## src/rtl/div_sequencer.sv

```systemverilog
// rtl/div_sequencer.sv - multi-cycle restoring divider and HI/LO register owner
// DIV/DIVU take 34 cycles from accept to visible result; divide-by-zero takes 2.
module div_sequencer (
  input  logic        clock,
  input  logic        reset,
  input  logic        start,
  input  logic        is_signed,
  input  logic [31:0] dividend,
  input  logic [31:0] divisor,
  input  logic        mf_req,
  output logic [31:0] hi,
  output logic [31:0] lo,
  output logic        busy,
  output logic        stall,
  output logic        done
);

  typedef enum logic [1:0] {IDLE, CALC, FIX} state_t;

  state_t      state, state_next;
  logic        sign_q, sign_r, div_zero;
  logic [31:0] dq, dv, raw;
  logic [32:0] rem;
  logic [4:0]  count;

  logic [31:0] dividend_mag, divisor_mag;
  logic [32:0] rem_shift, rem_sub;
  logic        fits;
  logic [31:0] quot_fix, rem_fix;

  assign busy  = (state != IDLE);
  assign stall = busy & (start | mf_req);

  always_comb begin
    dividend_mag = (is_signed & dividend[31]) ? (~dividend + 32'd1) : dividend;
    divisor_mag  = (is_signed & divisor[31])  ? (~divisor + 32'd1)  : divisor;
    rem_shift    = (rem << 1) | {32'd0, dq[31]};
    rem_sub      = rem_shift - {1'b0, dv};
    fits         = (rem_shift >= {1'b0, dv});
    quot_fix     = sign_q ? (~dq + 32'd1) : dq;
    rem_fix      = sign_r ? (~rem[31:0] + 32'd1) : rem[31:0];
  end

  always_ff @(posedge clock or posedge reset) begin
    if (reset) state <= IDLE;
    else       state <= state_next;
  end

  always_comb begin
    state_next = state;
    case (state)
      IDLE: if (start) state_next = (divisor == 32'd0) ? FIX : CALC;
      CALC: if (count == 5'd31) state_next = FIX;
      FIX:  state_next = IDLE;
      default: state_next = IDLE;
    endcase
  end

  always_ff @(posedge clock or posedge reset) begin
    if (reset) begin
      sign_q   <= 1'b0;
      sign_r   <= 1'b0;
      div_zero <= 1'b0;
      dq       <= '0;
      dv       <= '0;
      raw      <= '0;
      rem      <= '0;
      count    <= '0;
      hi       <= '0;
      lo       <= '0;
      done     <= 1'b0;
    end else begin
      done <= 1'b0;
      case (state)
        IDLE: if (start) begin
          sign_q   <= is_signed & (dividend[31] ^ divisor[31]);
          sign_r   <= is_signed & dividend[31];
          dq       <= dividend_mag;
          dv       <= divisor_mag;
          raw      <= dividend;
          div_zero <= (divisor == 32'd0);
          rem      <= '0;
          count    <= '0;
        end
        CALC: begin
          // One quotient bit per cycle, shifted in from the LSB as dividend bits leave the MSB.
          rem   <= fits ? rem_sub : rem_shift;
          dq    <= {dq[30:0], fits};
          count <= count + 5'd1;
        end
        FIX: begin
          lo   <= div_zero ? 32'hFFFF_FFFF : quot_fix;
          hi   <= div_zero ? raw : rem_fix;
          done <= 1'b1;
        end
        default: ;
      endcase
    end
  end

endmodule

```

## config.mk

```make
export PLATFORM = sky130hd
export DESIGN_NAME = div_sequencer
export DESIGN_NICKNAME = d
export VERILOG_FILES = /design/src/rtl/div_sequencer.sv
export SDC_FILE = /design/constraint.sdc
export NUM_CORES = 1
export LEC_CHECK = 0
export CAP_MARGIN = 20
export CORE_MARGIN = 5
export CORE_UTILIZATION = 45
export CTS_BUF_LIST = sky130_fd_sc_hd__clkbuf_16
export DETAILED_ROUTE_END_ITERATION = 7
export HOLD_SLACK_MARGIN = 0.03
export PLACE_DENSITY_LB_ADDON = 0.05
export SYNTH_ARGS = -nofsm -noshare
export SYNTH_HDL_FRONTEND = slang
export SYNTH_SLANG_ARGS = --single-unit
```

## constraint.sdc

```tcl
create_clock -name clock -period 6.7 [get_ports clock]
set_input_delay 0.67 -clock clock [delete_from_list [all_inputs] [get_ports clock]]
set_output_delay 0.67 -clock clock [all_outputs]
set_load 0.05 [all_outputs]
```

==> results.py <==
metrics = {
    "clock_tree": {
        "clk_pin_slew_ns": 0.06,
        "cts_tree": "yes",
        "ctsResizeCount": 0,
        "post_cts_buffers": 0,
        "numCtsBuffers": 25,
        "cts.htree.levels": 1,
        "hold_buffers": 0,
        "clkLatencyLatePin_ns": 0.52,
        "clock_sinks": 203,
        "root_buffer": "clkbuf_16",
        "clockBufferDepth": 3,
    },
    "run": {
        "maxCapViolCount": 0,
    },
    "drt": {
        "vias": 11060,
        "wl_mm": 36.1,
        "drc": 0,
        "viasPerCell": 5.54,
        "ant_nets": 0,
        "dr.first_iter.drc_count": 701,
        "wl_per_cell_microns": 18.1,
        "dr.pass1.iters": 5,
    },
    "worst_setup_path": {
        "cp_data_required_time_ns": 7.08,
        "crit_path_end": "lo[31]$_DFFE_PP0P_",
        "slowest_delay_ns": 0.56,
        "crit_chain": "or4_4 > or4_4 > or4_4 > or3_4 > or4_4 > o31ai_4 > xnor2_1 > a31oi_1",
        "cp_common_cell": "or4_4",
        "r2r-end": "lo[31]$_DFFE_PP0P_",
        "reg2reg_slack_ns": 2.75,
        "startpoint_type": "register",
        "r2r_start": "dq[3]$_DFFE_PP0P_",
        "r2r_cells": 8,
        "end_kind": "register",
        "criticalPathCategory": "reg2reg",
        "crit_path_top_delay_cell": "or4_4",
        "path_depth": 8,
        "setup.worst_path.start": "dq[3]$_DFFE_PP0P_",
        "crit_buf_inv": 0,
        "cp_max_fo": 6,
        "cp.arrival_ns": 4.33,
        "path_delay_family": "simple AND/OR/NAND/NOR gates",
    },
    "synthesis": {
        "synth_edf_count": 0,
        "yosysUniqueCellTypes": 67,
        "synth_top_area_frac": 0.401,
        "synthMostInstantiatedCell": "nand2_1",
        "syn_nets": 1621,
        "synth.area.top_cells": "dfrtp_1, nand2_1, o21ai_0",
        "yosys-top-cells-count": "nand2_1, dfrtp_1, o21ai_0",
        "synth_top_flop_cell": "dfrtp_1",
        "yosysSeqAreaShare": 0.401,
        "syn-cell-area_sq_mm": 0.0127,
        "yosys_warnings": 0,
        "synth-seq-cells": 203,
        "syn_inst": 1513,
        "avgSynthCellArea_sq_um": 8.37,
        "synthArstFlopShare": 1.00,
        "synth_top_cell_by_area": "dfrtp_1",
    },
    "floorplan": {
        "io_pins": 136,
        "initial_core_util": 0.456,
        "die_area_sq_mm": 0.0316,
        "num_rows": 61,
        "placeableCoreArea_sq_mm": 0.0278,
        "die_w_microns": 178,
        "die_h_microns": 178,
    },
    "layout": {
        "area_growth_syn_to_layout_pct": 19.0,
        "drive_gt1_frac": 0.0445,
        "nFillCells": 2645,
        "diodes": 0,
        "nNetsFinal": 1708,
    },
    "sta": {
        "slew_headroom": 0.276,
        "period_needed_ns": 3.95,
        "maxSlewViolCount": 0,
        "fmax_mhz": 253,
        "final.setup.tns_ns": 0,
        "worst_pin_slew_ns": 1.09,
        "grt_setup_unrepaired": "false",
        "hold_viol_final": 0,
        "finalCritPeriodShare": 0.590,
        "setup_viol": 0,
        "finClkSkew_ns": 0.0118,
    },
    "worst_hold_path": {
        "worst_hold_path_type": "reg2reg",
    },
    "global_route": {
        "grt.overflow.total": 0,
        "grt_pass1_vias": 10770,
        "grt_max_degree": 106,
        "grt_pass1_wl_mm": 58.6,
        "antenna_found_initial": 1,
        "grt_usage": 0.228,
    },
    "placement": {
        "hpwl_mm": 26.6,
        "port_buffers": 135,
        "gp_congestion": 0.905,
    },
    "power_and_ir_drop": {
        "power_density_mw_per_mm2": 575,
        "cellInternalPower_mw": 4.48,
        "seqPwrFrac": 0.280,
        "static-leakage-power_nw": 6.34,
        "p_sw_frac": 0.483,
        "p_clk_frac": 0.156,
        "comb_power_share": 0.564,
        "max-vdd-ir-drop_mv": 0.219,
        "power.switching_mw": 4.18,
        "p_total_mw": 8.66,
    },
    "run_status": {
        "status": "completed",
    },
}
## tightest hold or removal path, delay by kind of cell (launching register included)
kind / cells / cell delay, ns
DFF: 1 / 0.34
and+or+nand+nor: 1 / 0.05
AOI/OAI and AO/OA: 1 / 0.06
## routing by layer
metal / up-vias / part of all wire / GRT usage
met3: 58 / 0.048 / 0.0262
met1: 5192 / 0.46 / 0.316
li1: 5527 / - / -
met2: 281 / 0.47 / 0.381
met5: - / 0.00022 / 0
met4: 2 / 0.023 / 0.0593
## worst min-delay path by stage
stage	start	to	slack [ns]	cells after the start
floorplan	raw[29]$_DFFE_PP0P_	raw[29]$_DFFE_PP0P_	0.44	2
global placement	raw[29]$_DFFE_PP0P_	raw[29]$_DFFE_PP0P_	0.45	2
detailed placement	raw[27]$_DFFE_PP0P_	raw[27]$_DFFE_PP0P_	0.46	2
CTS	raw[27]$_DFFE_PP0P_	raw[27]$_DFFE_PP0P_	0.48	2
global route	hi[8]$_DFFE_PP0P_	hi[8]$_DFFE_PP0P_	0.50	2
finish	dv[23]$_DFFE_PP0P_	dv[23]$_DFFE_PP0P_	0.48	2
## metrics by stage
stage	hold WS, ns	cell area [sq um]	std cells	util	worst slack, ns
6_report	0.476	15100	1996	0.542	2.75
5_1_grt	0.498	15100	1996	0.542	2.67
4_1_cts	0.478	15100	1996	0.542	2.73
3_5_place_dp	0.461	14300	1951	0.513	2.54
3_3_place_gp	0.454	14200	1950	0.513	2.56
2_1_floorplan	0.437	12700	1513	-	0.491
## kinds of logic (layout without fill, tap and decap cells)
kind of cell / Yosys count / after routing / synth area share
AND/OR/NAND/NOR: 501 / 501 / 0.179
buffers and inverters: 142 / 247 / 0.0445
XOR/XNOR: 143 / 143 / 0.0990
multiplexers: 18 / 18 / 0.0142
flip-flops: 203 / 203 / 0.401
adder cells (fa/ha/maj): 39 / 39 / 0.0391
AO/OA/AOI/OAI: 467 / 467 / 0.223
## power by group through the flow
| stage | clock [mW] | combinational (mW) | sequential (mW) |
|---|---|---|---|
| 2_1_floorplan | 0 | 3.14 | 2.77 |
| 3_3_place_gp | 0 | 4.86 | 2.42 |
| 3_5_place_dp | 0 | 4.88 | 2.44 |
| 4_1_cts | 1.38 | 4.90 | 2.42 |
| 5_1_grt | 1.44 | 5.40 | 2.52 |
| 6_report | 1.35 | 4.88 | 2.43 |
## registers in the layout, summed over array words and instances (netlist names)
register,count
sign_r,1
hi,32
rem,32
done,1
div_zero,1
dv,32
raw,32
sign_q,1
state,2
dq,32
count,5
lo,32
## layout make-up
class                      instances  area [sq um]  area share
clock buffer                      25           626      0.0415
clock inverter                    20           189      0.0125
inverter                          56           218      0.0144
multi-input combinational       1168          7050       0.468
sequential                       203          5080       0.337
tap                              378           473      0.0314
timing repair buffer             146          1430      0.0950
## placed cells by master (no fill, tap or decap), drive strengths merged, types with 19 or more instances in the layout
cell           instances
o22ai                 29
o31ai                 25
o21ai                166
ha                    38
clkbuf                25
dfrtp                203
clkdlybuf4s50        135
nor2                 127
inv                   59
or4                   19
a21oi                130
xnor2                 68
xor2                  75
nand2                237
No activity file was read; power rests on OpenSTA's default activity.
